## config.mk

```make
export PLATFORM = sky130hd
export DESIGN_NAME = thing_stream_tx
export DESIGN_NICKNAME = d
export VERILOG_FILES = /design/src/rtl/thing_stream_tx.sv
export SDC_FILE = /design/constraint.sdc
export NUM_CORES = 1
export LEC_CHECK = 0
export CAP_MARGIN = 20
export CORE_ASPECT_RATIO = 1.25
export CORE_MARGIN = 5
export CORE_UTILIZATION = 55
export DETAILED_ROUTE_END_ITERATION = 8
export HOLD_SLACK_MARGIN = 0.15
export PLACE_DENSITY = 0.71
export SYNTH_ARGS = -nofsm -noshare
export SYNTH_HDL_FRONTEND = slang
export SYNTH_SLANG_ARGS = --single-unit
```

## constraint.sdc

```tcl
create_clock -name clk -period 4.7 [get_ports clk]
set_input_delay 0.94 -clock clk [delete_from_list [all_inputs] [get_ports clk]]
set_output_delay 0.94 -clock clk [all_outputs]
set_load 0.005 [all_outputs]
```

## src/rtl/thing_stream_tx.sv

```systemverilog
// thing_stream_tx: transmitter end of the thing stream protocol.
// The host preloads a script of {pop count, character} entries. On start, the
// block wakes the receiver with ready_lifo and plays the script on thing_in
// without gaps. It stalls on ';' until done_thing and ends on '$' after done_fifo2.
// Optional macro THING_TX_CHECK_EN adds the receiver stack-occupancy model
// and the sticky err flag. Without it, err is tied low.
module thing_stream_tx #(
    parameter int DEPTH = 64,
    parameter int AW    = 6
) (
    input  logic       clk,
    input  logic       rst,
    input  logic       load_valid,
    output logic       load_ready,
    input  logic [7:0] load_data,
    input  logic [3:0] load_num,
    input  logic       start,
    output logic       busy,
    output logic       done,
    output logic       err,
    output logic       ready_lifo,
    output logic [7:0] thing_in,
    output logic [3:0] thing_num,
    input  logic       done_thing,
    input  logic       done_fifo2
);

    localparam logic [7:0] CH_SEMI   = 8'd59;
    localparam logic [7:0] CH_DOLLAR = 8'd36;

    typedef enum logic [2:0] {IDLE, KICK, SEND, WAIT_LIFO, WAIT_FIFO} state_t;

    state_t      state, state_nx;
    logic [11:0] script [DEPTH];
    logic [AW:0] wr_ptr, rd_ptr;
    logic [AW-1:0] rd_idx;
    logic [7:0]  cur_char;
    logic [3:0]  cur_num;
    logic [3:0]  num_q;
    logic        done_q;
    logic        exhausted, load_fire, start_fire, send_semi, fifo_done;

    assign rd_idx              = rd_ptr[AW-1:0];
    assign {cur_num, cur_char} = script[rd_idx];
    assign exhausted           = (rd_ptr == wr_ptr);
    assign load_ready          = (state == IDLE) && (wr_ptr != (AW+1)'(DEPTH));
    assign load_fire           = load_valid && load_ready;
    // start is judged against the pointer from before any same-cycle write
    assign start_fire          = (state == IDLE) && start && (wr_ptr != '0);
    assign fifo_done           = (state == WAIT_FIFO) && done_fifo2;
    assign busy                = (state != IDLE);
    assign done                = done_q;
    // the pop count shows up together with the ';' and is held afterwards
    assign thing_num           = send_semi ? cur_num : num_q;

    // state register
    always_ff @(posedge clk) begin
        if (rst) state <= IDLE;
        else     state <= state_nx;
    end

    // next state and stream outputs
    always_comb begin
        state_nx   = state;
        thing_in   = 8'd0;
        ready_lifo = 1'b0;
        send_semi  = 1'b0;
        case (state)
            IDLE:      if (start_fire) state_nx = KICK;
            KICK: begin
                ready_lifo = 1'b1;
                state_nx   = SEND;
            end
            SEND: begin
                if (exhausted) begin
                    // script ran out without a terminator: close the stream ourselves
                    thing_in = CH_DOLLAR;
                    state_nx = WAIT_FIFO;
                end else begin
                    thing_in = cur_char;
                    if (cur_char == CH_SEMI) begin
                        send_semi = 1'b1;
                        state_nx  = WAIT_LIFO;
                    end else if (cur_char == CH_DOLLAR) begin
                        state_nx = WAIT_FIFO;
                    end
                end
            end
            WAIT_LIFO: if (done_thing) state_nx = SEND;
            WAIT_FIFO: if (done_fifo2) state_nx = IDLE;
            default:   state_nx = IDLE;
        endcase
    end

    // script storage write port; contents are invalidated by wr_ptr, not cleared
    always_ff @(posedge clk) begin
        if (load_fire) script[wr_ptr[AW-1:0]] <= {load_num, load_data};
    end

    // pointers, held pop count and completion pulse
    always_ff @(posedge clk) begin
        if (rst) begin
            wr_ptr <= '0;
            rd_ptr <= '0;
            num_q  <= 4'd0;
            done_q <= 1'b0;
        end else begin
            done_q <= fifo_done;
            if (fifo_done)      wr_ptr <= '0;
            else if (load_fire) wr_ptr <= wr_ptr + 1'b1;
            if (start_fire)           rd_ptr <= '0;
            else if (state == SEND)   rd_ptr <= rd_ptr + 1'b1;
            if (send_semi) num_q <= cur_num;
        end
    end

`ifdef THING_TX_CHECK_EN
    logic [4:0] occ;
    logic       err_q;
    logic       send_data;

    assign send_data = (state == SEND) && !exhausted &&
                       (cur_char != CH_SEMI) && (cur_char != CH_DOLLAR);
    assign err       = err_q;

    // receiver stack occupancy model; err flags wrap and pop underflow
    always_ff @(posedge clk) begin
        if (rst || start_fire) begin
            occ   <= 5'd0;
            err_q <= 1'b0;
        end else if (send_data) begin
            if (occ == 5'd16) err_q <= 1'b1;
            if (occ != 5'd31) occ   <= occ + 5'd1;
        end else if (send_semi) begin
            if ({1'b0, cur_num} > occ) begin
                err_q <= 1'b1;
                occ   <= 5'd0;
            end else begin
                occ <= occ - {1'b0, cur_num};
            end
        end
    end
`else
    assign err = 1'b0;
`endif

endmodule

```

== After elaboration in Yosys (flattened, before gate mapping) ==
Memory sizes are Yosys's and may differ from the RTL's. A register that Yosys moved wholly into a read port is not among the register bits.
Cells that the tools add are included.

* Flip-flop bits (word level): 22
* Memories kept: 1
* Input bits: 18
* Output and inout bits: 17
* RAM bits: 768
* Word-level logic and storage cells: 49

{| class="wikitable"
|+ Memories
! memory !! words !! width !! rd ports !! clocked after memory_dff !! wr ports !! RTL line !! source
|-
| script || 64 || 12 || 1 || 1 || 1 || 34 || <nowiki>logic [11:0] script [DEPTH];</nowiki>
|}

* Reduce and logical (&&, ||, !) cells: 11
* Multiplexer cells: 18
* Add/sub/neg operators: 2
* Equality and inequality tests: 12

{| class="wikitable"
|+ Operators by type and width
! cell !! number
|-
| $mux 3 || 6
|-
| $eq 8x6->1 const B || 2
|-
| $mux 8 || 2
|-
| $pmux 3 s5 || 1
|-
| $add 7x1->7 const B || 2
|-
| $mux 6 || 2
|-
| $eq 7x7->1 || 1
|-
| $ne 7x7->1 const B || 1
|-
| $reduce_bool 7->1 || 1
|-
| $eq 3x2->1 const B || 2
|-
| $mux 1 || 6
|-
| $ne 2x2->1 const B || 3
|-
| $logic_and 1x1->1 || 5
|-
| $mux 4 || 1
|-
| $ne 4x4->1 const B || 1
|-
| $reduce_and 4->1 || 1
|-
| $reduce_or 2->1 || 2
|-
| $eq 3x1->1 const B || 1
|-
| $eq 3x3->1 const B || 1
|-
| $logic_not 3->1 || 1
|-
| $reduce_bool 3->1 || 1
|}

== Logic depth before layout (Yosys ltp) ==
Gate-level depths: netlist of the first run.

* Depth in word-level cells: 5
* Mapped depth: 14
* Mapped depth without buffers: 10

== Least setup slack after synthesis of the first run ==
No wires, ideal clock.

* Path kind: flip-flop to output port
* Start: register (tool-made name)
* End: output port thing_num[0]
* Cell stages (with the launch flop): 9
* Setup slack: 0.812 ns
* Arrival time: 2.948 ns
* Cell sequence: dfxtp_1 -> buf_6 -> buf_4 -> buf_2 -> buf_2 -> mux4_2 -> mux4_2 -> mux4_2 -> mux2_2

{| class="wikitable"
|+ RTL lines
! element !! RTL line !! source
|-
| end: declaration || 23 || <nowiki>output logic [3:0] thing_num,</nowiki>
|}

==> impl_metrics.json, run 1 <==
{
  "grt.total_usage_pct": 24.7,
  "antenna_left": 0,
  "period_share_pct": 99.6,
  "drive_above_1_share_pct": 32.1,
  "die_h_um": 275,
  "power_density_nw_per_um2": 408,
  "setup_viol_count_final": 0,
  "grt_start_max_net_pins": 65,
  "insertion_delay_ns": 0.61,
  "die_w_um": 222,
  "fin_nets": 1696,
  "hold_class": "reg -> reg",
  "relSlewSlack_pct": 46.3,
  "start_util_pct": 55.4,
  "worst-setup-path-type": "reg -> out",
  "core-area_um2": 55900,
  "maxCapViolCount": 0,
  "period_minus_slack_ns": 4.68,
  "num_vias": 15700,
  "clkTransAtPathRegs_ns": 0.06,
  "required_ns": 3.76,
  "detailed_place_hpwl_um": 44500,
  "timing.hold.ws_ns": 0.501,
  "post_drt_wl_per_cell_um": 30.3,
  "antenna_found_initial": 4,
  "seq_area_frac_synth_pct": 76.3,
  "drc": 0,
  "syn_inst": 1456,
  "synth_fp_nets": 1477,
  "skew_ns": 0.0277,
  "grt_pass1_wl_um": 110000,
  "start_kind": "register",
  "die_area_um2": 61200,
  "rows": 97,
  "async_flop_share_pct": 0,
  "gp_congestion": 0.899,
  "cts_buffers": 73,
  "hold_violations": 0,
  "critPathMaxFanout": 11,
  "end_kind": "primary output",
  "synth_area_per_cell_um2": 21.3,
  "totalWireLength_um": 74900,
  "worstMarginPinSlew_ns": 0.806,
  "rsz0062_at_grt": "yes",
  "first_iter_violations": 1999,
  "areaGrowthSynthToFinish_pct": 16.6,
  "synth.cell_area_um2": 31000,
  "clockBufferDepth": 3,
  "cts_sinks": 796,
  "p_leak_nw": 11.3,
  "arrival_ns": 3.74,
  "synth_warnings": 0,
  "overflow": 0,
  "grt_pass1_vias": 16016,
  "synth_edf_count": 768,
  "io-pin-count": 35,
  "slew_violations": 0,
  "dominantRegCellSynth": "edfxtp_1",
  "peakVddDrop_uv": 275,
  "synth-seq-cells": 796,
  "routed_via_density": 6.34,
  "port_buffers": 33,
  "status": "finished clean",
  "root_buffer": "clkbuf_16",
  "power.total_mw": 14.7,
  "cts_tree": "built",
  "firstDrtPassIters": 5,
  "yosysUniqueCellTypes": 60,
  "cts_max_level": 3,
  "clock.fmax_ghz": 0.214
}
cell families (layout without fill, tap and decap cells):
family / count (synthesis) / in the layout / share of synthesized area [%]
buf+inv: 84 / 359 / 1.40
mux: 250 / 250 / 16.4
fa+ha+maj: 3 / 3 / 0.121
simple gates: 219 / 219 / 3.38
compound gates: 87 / 87 / 2.02
xor+xnor: 16 / 16 / 0.452
flops: 796 / 796 / 76.3
other cells: 1 / 3 / 0.0121
metrics by stage:
stage                     util (%)  cells  setup TNS [ns]  setup WS, ns  area [µm²]
final                         64.5   2475               0        0.0190       36100
after global routing          64.5   2473          -0.214       -0.0395       36100
after CTS                     64.1   2462          -0.272       -0.0902       35900
after detailed placement      59.0   2302               0       0.00433       33000
after global placement        59.0   2302               0        0.0523       33000
after floorplan                  -   1456               0         0.812       31000
cell usage after synthesis, drive strengths merged (3+ instances only):
cell | number | area, µm²
nor4 | 4 | 25.0
a221o | 4 | 40.0
and2 | 5 | 31.3
mux2 | 10 | 113
a21oi | 9 | 45.0
edfxtp | 768 | 23100
nor3b | 3 | 22.5
mux4 | 204 | 4590
xnor2 | 8 | 70.1
a221oi | 3 | 26.3
nand4 | 3 | 18.8
nand2 | 29 | 109
mux2i | 36 | 360
clkbuf | 25 | 93.8
or2 | 6 | 37.5
nand3 | 11 | 55.1
nand3b | 6 | 45.0
nor3 | 11 | 60.1
nor2b | 16 | 100
nand2b | 9 | 56.3
or3b | 3 | 26.3
a22oi | 13 | 97.6
o31ai | 4 | 30.0
o21ai | 11 | 55.1
inv | 8 | 30.0
dfxtp | 28 | 561
buf | 51 | 309
xor2 | 8 | 70.1
or3 | 5 | 31.3
nor2 | 103 | 387
o22ai | 17 | 106
ha | 3 | 37.5
a211oi | 4 | 30.0
path summary, 6_finish.rpt:
kind	start	endpoint	slack [ns]	depth (start not counted)
hold / removal	rd_ptr[6]	rd_ptr[6]	0.50	2
setup / recovery	register	thing_in[4]	0.02	18
hold reg to reg	rd_ptr[6]	rd_ptr[6]	0.50	2
setup reg to reg	register	state[2]	0.54	19
report_power, final:
| part | switching [mW] | leakage, nW | internal (mW) |
|---|---|---|---|
| sequential | 0.0349 | 7.14 | 7.84 |
| combinational | 0.588 | 3.02 | 0.516 |
| clock | 2.48 | 1.12 | 3.28 |
what timing repair did:
item,4_1_cts,5_1_grt
resized for setup,50,29
buffers inserted,26,8
cloned,3,1
pin swaps,8,8
hold endpoints to repair,0,0
hold buffers,0,0
endpoints found under the setup margin,8,8
critical path, stage by stage, from the launching register on:
cell      delay (ns)
dfxtp_4         0.37
buf_12          0.13
buf_12          0.15
buf_12          0.16
mux4_2          0.36
mux2i_2         0.09
a211oi_2        0.34
buf_4           0.19
a32oi_2         0.06
buf_4           0.17
buf_4           0.12
buf_4           0.12
buf_4           0.12
buf_4           0.12
buf_4           0.12
buf_4           0.12
buf_4           0.13
nor2_2          0.11
buf_2           0.14
area by class of cell:
class | count | area, µm²
antenna | 2 | 5.00
clock buffer | 93 | 1950
clock inverter | 38 | 339
fill | 3556 | 19800
inverter | 8 | 30.0
multi-input combinational | 576 | 7090
sequential | 796 | 23600
tap | 742 | 928
timing repair buffer | 220 | 2130
cell usage in the layout, fill, tap and decap left out, drive strengths merged, types with 9 or more instances in the layout:
master and count:
a21oi 9, a22oi 13, buf 200, clkbuf 97
clkdlybuf4s50 16, clkinv 28, dfxtp 28, edfxtp 768
inv 11, mux2 10, mux2i 36, mux4 204
nand2 29, nand2b 9, nand3 11, nor2 103
nor2b 16, nor3 11, o21ai 11, o22ai 17
state kept, by name (all words and copies together), names as in the netlist, named ones only:
signal / count
num_q: 4
wr_ptr: 7
state: 3
done: 1
script: 768
rd_ptr: 7
metal layers:
| metal | GRT usage (%) | part of all wire (%) | up-vias |
|---|---|---|---|
| met4 | 8.99 | 3.7 | 0 |
| met5 | 0 | 0 | - |
| li1 | - | - | 6483 |
| met2 | 40.9 | 50 | 832 |
| met3 | 4.31 | 8.6 | 144 |
| met1 | 33.8 | 38 | 8241 |
Power figures use the tool's default switching activity.
==> run 2: changes to the inputs <==
Settings changed: TNS_END_PERCENT set to 1.
Clock period 4.7 ns to 5.1 ns, I/O delays scaled along.
==> impl_metrics.json, run 2 (same netlist as run 1, synthesis figures left out) <==
{
  "start_kind": "register",
  "core-area_um2": 55900,
  "violations": "setup timing",
  "p_leak_nw": 11.2,
  "most-common-layout-cells": "768 x edfxtp_1, 204 x mux4_2, 144 x buf_4",
  "routed_via_density": 6.37,
  "num_vias": 15650,
  "setup_viol_count_final": 1,
  "die_area_um2": 61200,
  "cts_max_level": 3,
  "critPathMaxFanout": 9,
  "critPathMaxStageDelay_ns": 0.50,
  "antenna_left": 0,
  "power_density_nw_per_um2": 375,
  "cts_sinks": 796,
  "end_kind": "primary output",
  "root_buffer": "clkbuf_16",
  "die_w_um": 222,
  "drc": 0,
  "required_ns": 4.08,
  "drive_above_1_share_pct": 30.7,
  "cts_tree": "built",
  "final_core_util_pct": 63.9,
  "worst_hold_path.num_cells": 2,
  "skew_ns": 0.0202,
  "status": "finished, violations left",
  "final_common_cell": "edfxtp_1",
  "slowest_stage": "a211oi_2",
  "start_util_pct": 55.4,
  "detailed_place_hpwl_um": 44600,
  "period_minus_slack_ns": 5.13,
  "rows": 97,
  "firstDrtPassIters": 6,
  "grt.total_usage_pct": 24.0,
  "gp_congestion": 0.904,
  "crit_chain": "buf_12 > buf_16 > buf_4 > mux4_2 > mux2i_1 > a211oi_2 > a32oi_2 > nor2_1 > nand4b_1 > nor3_2 > buf_4 > mux2_2 > clkdlybuf4s50_1",
  "cts_hold_buf": 0,
  "clockBufferDepth": 3,
  "insertion_delay_ns": 0.60,
  "largest_register_ffs": 768,
  "clock.fmax_ghz": 0.195,
  "grt_pass1_wl_um": 107000,
  "cp.buffers_inverters": 5,
  "seqCellArea_um2": 23600,
  "place_ws_ns": 0.371,
  "first_iter_violations": 1856,
  "grt_pass1_vias": 15708,
  "peakVddDrop_uv": 260,
  "antenna_found_initial": 1,
  "slew_violations": 0,
  "reg2reg_depth": 8,
  "post_drt_wl_per_cell_um": 30.2,
  "critPathTopFamily": "buffers and inverters",
  "clkTransAtPathRegs_ns": 0.06,
  "grt_start_max_net_pins": 65,
  "cts_buffers": 71,
  "areaGrowthSynthToFinish_pct": 15.5,
  "crit_top_cell": "buf_4",
  "power.total_mw": 13.4,
  "die_h_um": 275,
  "hold_class": "reg -> reg",
  "fin_nets": 1679,
  "relSlewSlack_pct": 39.1,
  "hold_violations": 0,
  "period_share_pct": 101,
  "nFillCells": 3616,
  "worst-setup-path-type": "reg -> out",
  "worst_slack_ns": -0.0272,
  "overflow": 0,
  "rsz0062_at_grt": "yes",
  "totalWireLength_um": 74200,
  "port_buffers": 33,
  "maxCapViolCount": 0,
  "crit_cells": 13,
  "io-pin-count": 35,
  "arrival_ns": 4.11,
  "multiInputGateArea_um2": 7010,
  "worstMarginPinSlew_ns": 0.905
}
run 2: cell types whose count changed in the layout (fill, tap and decap cells not counted), sizes merged:
| cell | delta |
|---|---|
| clkinvlp | +2 |
| inv | -2 |
| bufinv | -1 |
| diode | -1 |
| clkdlybuf4s50 | +2 |
| clkbuf | -2 |
| buf | -19 |
| dlymetal6s2s | +3 |
| clkinv | -2 |
run 2: worst min-delay path: stages (launching register included):
cell and delay (ns):
dfxtp_1 0.33, o21ai_0 0.08, a21oi_1 0.06
run 2: power by group:
| group | leakage [nW] | total [mW] | switching [mW] | internal [mW] |
|---|---|---|---|---|
| combinational | 2.94 | 0.961 | 0.528 | 0.433 |
| clock | 1.10 | 5.19 | 2.24 | 2.94 |
| sequential | 7.14 | 7.26 | 0.0318 | 7.23 |
| total | 11.2 | 13.4 | 2.80 | 10.6 |
run 2: what timing repair did:
| item | CTS | global route |
|---|---|---|
| pin swaps | 0 | 8 |
| endpoints found under the hold margin | 0 | 0 |
| buffers inserted | 10 | 28 |
| endpoints found under the setup margin | 4 | 4 |
| resized for setup | 5 | 27 |
| cloned | 0 | 3 |
run 2: worst paths after layout:
| kind | from | endpoint | slack, ns |
|---|---|---|---|
| worst max-delay path | register | thing_num[0] | -0.03 |
| worst min-delay path | rd_ptr[6] | rd_ptr[6] | 0.52 |
| worst max register to register | wr_ptr[3] | script[20][6] | 1.19 |
| worst min register to register | rd_ptr[6] | rd_ptr[6] | 0.52 |
run 2: final cells by class:
type                    instances  area share [%]
clock buffers                  92            5.42
repair buffers                205            5.37
well taps                     742            2.59
multi-input cells             576            19.6
inverters                       8          0.0944
flip-flops and latches        796            66.1
clock inverters                35           0.857
diodes                          1         0.00699
run 2: layer usage:
metal,vias to the layer above,wire length [µm],global-route usage (%),part of all wire [%]
met5,-,0,0,0
met4,0,2940,9.46,4.0
met3,131,6540,4.54,8.8
met2,821,37200,39.9,50
met1,8240,27600,32.1,37
li1,6458,-,-,-
run 2: stage by stage:
step / area (µm²) / hold slack, ns / instances / TNS, ns
after floorplan: 31000 / 0.470 / 1456 / 0
after global placement: 32900 / 0.490 / 2282 / 0
after detailed placement: 32900 / 0.501 / 2282 / 0
after CTS: 35300 / 0.510 / 2419 / 0
after global routing: 35800 / 0.559 / 2454 / -0.114
final: 35800 / 0.519 / 2455 / -0.0272
==> run 3: changes to the inputs <==
Settings changed: CTS_CLUSTER_DIAMETER set to 30, GPL_TIMING_DRIVEN set to 0, SKIP_LAST_GASP set to 1.
==> impl_metrics.json, run 3 (same netlist as run 1, synthesis figures left out) <==
{
  "status": "finished, violations left",
  "violations": "setup timing",
  "slowest_stage": "mux4_2",
  "cts_buffers": 111,
  "place_ws_ns": -0.883,
  "dr_wl_met3_um": 10700,
  "first_iter_violations": 2724,
  "postPlaceCellArea_um2": 33100,
  "die_h_um": 275,
  "hold-path-endpoint": "state[1]",
  "grt_pass1_vias": 17245,
  "die_area_um2": 61200,
  "r2r_slack_ns": 0.60,
  "worst_hold_path.num_cells": 2,
  "totalWireLength_um": 89600,
  "maxCapViolCount": 0,
  "worstMarginPinSlew_ns": 1.05,
  "slew_violations": 0,
  "grt_pass1_wl_um": 126000,
  "dr_wl_met2_um": 42800,
  "worstReg2RegEnd": "script[4][4]",
  "timing.hold.ws_ns": 0.545,
  "grt.total_usage_pct": 29.2,
  "post_drt_wl_per_cell_um": 35.3,
  "worst-setup-path-type": "reg -> out",
  "rows": 97,
  "firstDrtPassIters": 7,
  "critPathMaxStageDelay_ns": 0.53,
  "grt_start_max_net_pins": 64,
  "die_w_um": 222,
  "arrival_ns": 4.33,
  "overflow": 0,
  "skew_ns": 0.0463,
  "hold_violations": 0,
  "relSlewSlack_pct": 29.6,
  "cts_sinks": 796,
  "port_buffers": 33,
  "antenna_left": 0,
  "io-pin-count": 35,
  "top_layer_used": "met4",
  "clockBufferDepth": 3,
  "drc": 0,
  "seqCellArea_um2": 23600,
  "detailed_place_hpwl_um": 56300,
  "multiInputGateArea_um2": 7200,
  "fin_nets": 1722,
  "start_util_pct": 55.4,
  "clock.fmax_ghz": 0.187,
  "setup_viol_count_final": 3,
  "peakVddDrop_uv": 320,
  "crit_chain": "buf_12 > buf_12 > buf_16 > buf_4 > mux4_2 > mux2i_1 > a21oi_1 > a22oi_2 > nand3b_1 > nor3_4 > buf_4 > mux2_4 > clkdlybuf4s50_1",
  "insertion_delay_ns": 0.68,
  "gp_congestion": 0.938,
  "holdCritStartpoint": "state[1]",
  "start_kind": "register",
  "antenna_found_initial": 2,
  "period_share_pct": 105,
  "most-common-layout-cells": "768 x edfxtp_1, 204 x mux4_2, 113 x clkbuf_16",
  "core-area_um2": 55900,
  "end_kind": "primary output",
  "fin_area_um2": 38100,
  "p_leak_nw": 12.1,
  "num_vias": 17082,
  "period_minus_slack_ns": 5.35,
  "required_ns": 4.08,
  "root_buffer": "clkbuf_16",
  "routed_via_density": 6.73,
  "cts_tree": "built",
  "cts_max_level": 3,
  "final_common_cell": "edfxtp_1",
  "drive_above_1_share_pct": 35.0,
  "reg2reg_depth": 10,
  "hold_class": "reg -> reg",
  "met1_length_um": 30000,
  "clkTransAtPathRegs_ns": 0.05,
  "areaGrowthSynthToFinish_pct": 23.0,
  "rsz0062_at_grt": "yes",
  "power_density_nw_per_um2": 426,
  "largest_register_ffs": 768,
  "critPathMaxFanout": 10,
  "worstReg2RegStart": "wr_ptr[3]",
  "nFillCells": 3228,
  "power.total_mw": 16.2,
  "worst_slack_ns": -0.249
}
run 3: cell types whose count changed in the layout (fill, tap and decap cells not counted), moves of 18 or more:
cell       change
buf_4         -97
buf_6         +40
clkbuf_16     +36
buf_8         +18
run 3: worst max-delay path by stage:
stage                  start      endpoint  slack (ns)  cells past startpoint
floorplan           register  thing_num[0]        1.13                      8
global placement    register  thing_num[0]       -0.85                     10
detailed placement  register  thing_num[0]       -0.88                     10
CTS                 register  thing_num[3]       -0.14                     13
global route        register  thing_num[2]       -0.27                     13
finish              register  thing_num[2]       -0.25                     13
run 3: area by class of cell:
type	count	share of cell area (%)
Sequential cell	796	62.0
Multi-Input combinational cell	576	18.9
Clock buffer	124	7.50
Timing Repair Buffer	134	3.84
Clock inverter	85	2.72
Buffer	74	2.52
Tap cell	742	2.44
Inverter	8	0.0788
Antenna cell	1	0.00657
run 3: layer usage:
layer,global-route usage [%],vias to the layer above
met3,7.98,312
met4,16.3,0
met5,0,-
li1,-,6595
met1,36.7,8739
met2,46.9,1436
run 3: timing repair:
action,4_1_cts,5_1_grt
pin swaps,8,10
resized for setup,181,33
buffers inserted,16,11
hold buffers,0,0
endpoints found under the setup margin,12,4
gates cloned,3,0
run 3: through the flow:
stage,utilization (%),TNS [ns],cells
3_5_place_dp,59.1,-3.48,2301
6_report,68.1,-0.689,2540
5_1_grt,68.1,-0.757,2539
4_1_cts,67.6,-0.385,2528
3_3_place_gp,57.6,-3.36,2231
2_1_floorplan,-,0,1456
run 3: power breakdown:
group          internal, mW  switching, mW  total (mW)  leakage (nW)
clock network          4.84           3.07        7.92          1.87
registers              7.23         0.0270        7.26          7.13
logic                 0.452          0.610        1.06          3.05
run 3: critical path: cells and delay by family (launching register included):
family | cells | cell delay (ns)
multiplexers | 3 | 1.10
AO/OA/AOI/OAI | 2 | 0.50
flip-flops | 1 | 0.36
AND/OR/NAND/NOR | 2 | 0.38
buffers and inverters | 6 | 1.30
